[src/rtl/fault_syndrome_collector.sv]
// Per-fault syndrome collector: compares golden/faulty outputs per pattern and emits one
// dictionary entry per fault. Optional build macro FAULT_DROP_EN ends collection at first mismatch.
module fault_syndrome_collector #(
  parameter int unsigned OUT_W      = 123,
  parameter int unsigned TEST_COUNT = 124,
  parameter int unsigned FID_W      = 13,
  parameter int unsigned CNT_W      = 13
) (
  input  logic                  clk,
  input  logic                  rst_n,
  input  logic                  start,
  input  logic [FID_W-1:0]      fault_id,
  input  logic                  pat_valid,
  output logic                  pat_ready,
  input  logic [OUT_W-1:0]      golden,
  input  logic [OUT_W-1:0]      faulty,
  input  logic                  pat_last,
  output logic                  entry_valid,
  input  logic                  entry_ready,
  output logic [FID_W-1:0]      entry_fault_id,
  output logic [TEST_COUNT-1:0] entry_syndrome,
  output logic                  entry_detected,
  output logic [CNT_W-1:0]      fault_count,
  output logic [CNT_W-1:0]      det_count,
  output logic                  busy,
  output logic                  err_overflow
);

  localparam int unsigned IDX_W = (TEST_COUNT > 1) ? $clog2(TEST_COUNT) : 1;
  localparam logic [IDX_W-1:0] IdxLast = IDX_W'(TEST_COUNT - 1);
  localparam logic [CNT_W-1:0] CntMax = '1;

  typedef enum logic [1:0] {StIdle, StCollect, StEmit} state_e;

  state_e                  state_q, state_d;
  logic [FID_W-1:0]        fid_q, fid_d;
  logic [TEST_COUNT-1:0]   syn_q, syn_d;
  logic [IDX_W-1:0]        idx_q, idx_d;
  logic [CNT_W-1:0]        fc_q, fc_d;
  logic [CNT_W-1:0]        dc_q, dc_d;
  logic                    ovf_q, ovf_d;
  logic                    mismatch;
  logic                    drop_hit;

  assign mismatch = |(golden ^ faulty);

`ifdef FAULT_DROP_EN
  assign drop_hit = mismatch;
`else
  assign drop_hit = 1'b0;
`endif

  always_comb begin
    state_d = state_q;
    fid_d   = fid_q;
    syn_d   = syn_q;
    idx_d   = idx_q;
    fc_d    = fc_q;
    dc_d    = dc_q;
    ovf_d   = ovf_q;
    case (state_q)
      StIdle: begin
        if (start) begin
          fid_d   = fault_id;
          syn_d   = '0;
          idx_d   = '0;
          state_d = StCollect;
        end
      end
      StCollect: begin
        if (pat_valid) begin
          syn_d[idx_q] = mismatch;
          idx_d        = idx_q + 1'b1;
          if (pat_last || (idx_q == IdxLast) || drop_hit) state_d = StEmit;
          // A dropped fault ends early on purpose, so it never counts as an overflow.
          if ((idx_q == IdxLast) && !pat_last && !drop_hit) ovf_d = 1'b1;
        end
      end
      StEmit: begin
        if (entry_ready) begin
          state_d = StIdle;
          if (fc_q != CntMax) fc_d = fc_q + 1'b1;
          if ((|syn_q) && (dc_q != CntMax)) dc_d = dc_q + 1'b1;
        end
      end
      default: state_d = StIdle;
    endcase
  end

  always_ff @(posedge clk or negedge rst_n) begin
    if (!rst_n) begin
      state_q <= StIdle;
      fid_q   <= '0;
      syn_q   <= '0;
      idx_q   <= '0;
      fc_q    <= '0;
      dc_q    <= '0;
      ovf_q   <= 1'b0;
    end else begin
      state_q <= state_d;
      fid_q   <= fid_d;
      syn_q   <= syn_d;
      idx_q   <= idx_d;
      fc_q    <= fc_d;
      dc_q    <= dc_d;
      ovf_q   <= ovf_d;
    end
  end

  assign pat_ready      = (state_q == StCollect);
  assign entry_valid    = (state_q == StEmit);
  assign busy           = (state_q != StIdle);
  assign entry_fault_id = fid_q;
  assign entry_syndrome = syn_q;
  assign entry_detected = |syn_q;
  assign fault_count    = fc_q;
  assign det_count      = dc_q;
  assign err_overflow   = ovf_q;

endmodule
[config.mk]
export PLATFORM = sky130hd
export DESIGN_NAME = fault_syndrome_collector
export DESIGN_NICKNAME = d
export VERILOG_FILES = /design/src/rtl/fault_syndrome_collector.sv
export SDC_FILE = /design/constraint.sdc
export NUM_CORES = 1
export LEC_CHECK = 0
export ABC_AREA = 0
export CAP_MARGIN = 20
export CORE_MARGIN = 10
export CORE_UTILIZATION = 41
export DETAILED_ROUTE_END_ITERATION = 8
export PLACE_DENSITY = 0.81
export SETUP_SLACK_MARGIN = 0.15
export SLEW_MARGIN = 20
export SYNTH_ARGS = -nofsm -noshare
export SYNTH_HDL_FRONTEND = slang
export SYNTH_SLANG_ARGS = --single-unit
[constraint.sdc]
create_clock -name clk -period 2.4 [get_ports clk]
set_clock_uncertainty 0.2 [all_clocks]
set_input_delay 0.72 -clock clk [delete_from_list [all_inputs] [get_ports clk]]
set_output_delay 0.72 -clock clk [all_outputs]
set_load 0.05 [all_outputs]
==> impl_metrics.json <==
{
  "outcome": "complete, but fails checks",
  "violations": "setup timing",
  "ys_types": 36,
  "power_density_nw_per_um2": 566.5,
  "htreeDepth": 4,
  "r2r-end": "det_count[1]",
  "maxCapViolations": 0,
  "synthArstFlopShare_pct": 100.0,
  "hpwlAfterDp_microns": 37600,
  "synth_seq_cells": 173,
  "netSwitchingPower_mw": 3.781,
  "switching_share_pct": 38.89,
  "clock_path_buffers": 2,
  "synth.avg_cell_area_sq_um": 8.990,
  "cts_buffers": 17,
  "grt_pass1_vias": 11584,
  "synth_seq_area_share_pct": 48.54,
  "syn_to_final_growth_pct": 92.40,
  "rsz0062_at_grt": "true",
  "fin_crit_ns": 3.395,
  "hp-start": "entry_fault_id[12]",
  "gp_congestion": 1.066,
  "detail-route-antenna-nets": 0,
  "rows": 53,
  "crit_family": "simple AND/OR/NAND/NOR gates",
  "synth_edf_count": 0,
  "place_area_sq_um": 15340,
  "max_stage_delay_ns": 0.42,
  "synthMostInstantiatedCell": "dfrtp_1",
  "critPathMaxFanout": 2,
  "ir_drop_mv": 0.4349,
  "relSlewSlack_pct": 63.70,
  "coreArea_sq_um": 21220,
  "clock-sinks": 173,
  "antenna_found_initial": 19,
  "syn_nets": 1260,
  "die_x_microns": 167.5,
  "finalNonFillerCells": 1974,
  "fin_util_pct": 80.86,
  "io_pins": 433,
  "combPwrFrac_pct": 37.0,
  "synth_top_area_share_pct": 48.54,
  "required_ns": 1.48,
  "yosys-top-cells-area": "dfrtp_1, xnor2_1, a21oi_1",
  "drtIter0Drc": 1382,
  "fmax_ghz": 0.2946,
  "hold-path-cell-count": 2,
  "drc_errors": 0,
  "finalHoldViolations": 0,
  "clock_latency_ns": 0.45,
  "r2r_slack_ns": -0.35,
  "r2r_cells": 8,
  "slew_viol_final": 0,
  "syn_area_sq_um": 8919,
  "fin_crit_sh_pct": 141.4,
  "design_area_sq_um": 17160,
  "placed_cells": 1882,
  "reg2reg_from": "entry_syndrome[61]",
  "synthFlopType": "dfrtp_1",
  "place_ws_ns": -1.204,
  "synthCells": 992,
  "nNetsFinal": 1939,
  "crit_chain": "nor4_2 -> nand4_1 -> nor4_4 -> buf_4 -> nand3_4 -> buf_8",
  "clk_pin_slew_worst_paths_ns": 0.07,
  "p_total_mw": 9.720,
  "cp.depth": 6,
  "min_path_type": "reg -> reg",
  "root_buffer": "clkbuf_16",
  "dr.pass1.iters": 6,
  "io_buffer_count": 432,
  "cp.arrival_ns": 2.47,
  "drive_gt1_share_pct": 45.13,
  "grt_usage_pct": 34.58,
  "grt_max_degree": 75,
  "worstSetupPathType": "reg -> out",
  "grt_pass1_wl_microns": 74290,
  "p_clk_share_pct": 28.1,
  "cp-end-kind": "output port",
  "seqPwrFrac_pct": 34.9,
  "gr-total-overflow": 0,
  "layout_setup_ws_ns": -0.9948,
  "hold_end": "entry_fault_id[12]",
  "wl_per_cell_microns": 26.93,
  "routed_wl_microns": 53170,
  "cts_tree": "built",
  "synth_commonest_cells": "dfrtp_1, nor2_1, a21oi_1",
  "setup_viol": 138,
  "initial_core_util_pct": 42.03,
  "viasPerCell": 5.785,
  "slowest_stage": "nand4_1",
  "synth_area_leader_cell": "dfrtp_1",
  "p_int_mw": 5.940,
  "worst_slew_pin_slew_ns": 0.5403,
  "setup.worst_path.start_class": "flip-flop",
  "yosysWarningCount": 0,
  "die-area_sq_um": 28050,
  "vias": 11420,
  "path_buf_inv": 2,
  "p_leak_nw": 8.309,
  "fp.dieH_microns": 167.5
}
-- layout by cell type, fill, tap and decap left out, drive strengths merged, types with 2 or more instances in the layout --
cell / netlist / layout
nand4: 38 / 38
nand3: 20 / 20
and4: 2 / 2
a21oi: 129 / 129
nor4: 49 / 49
clkbuf: 28 / 48
clkdlybuf4s15: 0 / 44
o21ai: 127 / 127
nor2: 139 / 139
dfrtp: 173 / 173
nor3: 7 / 7
clkdlybuf4s50: 0 / 41
buf: 15 / 455
dlygate4sd2: 0 / 82
nand2: 79 / 79
xor2: 52 / 52
dlymetal6s2s: 0 / 50
nor2b: 7 / 7
clkinv: 0 / 3
xnor2: 94 / 94
and2: 3 / 3
diode: 0 / 15
and3: 4 / 4
and4bb: 1 / 2
a21o: 3 / 3
ha: 3 / 3
inv: 6 / 15
-- worst max path at each step --
| stage | startpoint | endpoint |
|---|---|---|
| 2_1_floorplan | entry_syndrome[61] | entry_detected |
| 3_3_place_gp | golden[7] | entry_syndrome[53] |
| 3_5_place_dp | faulty[33] | entry_syndrome[103] |
| 4_1_cts | entry_syndrome[10] | entry_detected |
| 5_1_grt | entry_syndrome[10] | entry_detected |
| 6_report | entry_syndrome[61] | entry_detected |
-- what timing repair did --
action                                  4_1_cts  5_1_grt
resized for setup                           338      169
endpoints found under the hold margin        21        0
endpoints found under the setup margin      141      140
cloned                                       17        1
hold buffers                                  1        0
setup buffers                                22        4
pin swaps                                    88       84
-- cell type report --
class                           instances  area [sq um]
Timing Repair Buffer                  702          6461
Inverter                                6         22.52
Tap cell                              275         344.1
Fill cell                            1252          4061
Multi-Input combinational cell        771          5335
Clock buffer                           19         442.9
Antenna cell                           15         37.54
Clock inverter                         13         120.1
Sequential cell                       173          4395
-- sequential cells by signal (all words and copies together), names as in the netlist --
signal / flops
det_count: 13
entry_fault_id: 13
entry_syndrome: 124
err_overflow: 1
fault_count: 13
idx_q: 7
state_q: 2
-- power groups by stage --
stage               clock, mW  combinational [mW]  sequential [mW]
floorplan                   0                1.04             4.05
global placement            0                3.31             3.40
detailed placement          0                3.37             3.42
CTS                      2.70                3.46             3.38
global route             2.84                3.74             3.42
finish                   2.73                3.60             3.39
-- through the flow --
stage	hold WS (ns)	setup TNS [ns]
3_5_place_dp	0.2727	-147.22
6_report	0.2870	-44.71
3_3_place_gp	0.2523	-140.46
4_1_cts	0.2894	-34.70
5_1_grt	0.3120	-46.56
2_1_floorplan	0.2244	-3.845
-- logic make-up after synthesis --
logic type | after synthesis | synth area share, %
simple gates | 354 | 18.52
compound gates | 265 | 15.15
flops | 173 | 48.54
xor+xnor | 146 | 14.34
buf+inv | 49 | 2.792
fa+ha+maj | 3 | 0.4209
mux | 2 | 0.2385
-- tightest hold or removal path, stage by stage, from the launching register on --
cell and delay [ns]:
dfrtp_1 0.35, nand2_1 0.05, nand2_1 0.06
-- layer usage --
| metal | part of all wire, % | track usage [%] | vias up |
|---|---|---|---|
| li1 | - | - | 4863 |
| met1 | 36 | 39.39 | 5503 |
| met2 | 49 | 59.19 | 844 |
| met3 | 9.4 | 9.387 | 208 |
| met4 | 5.4 | 15.86 | 2 |
| met5 | 0.019 | 0 | - |
(Power assumes the default switching activity.)
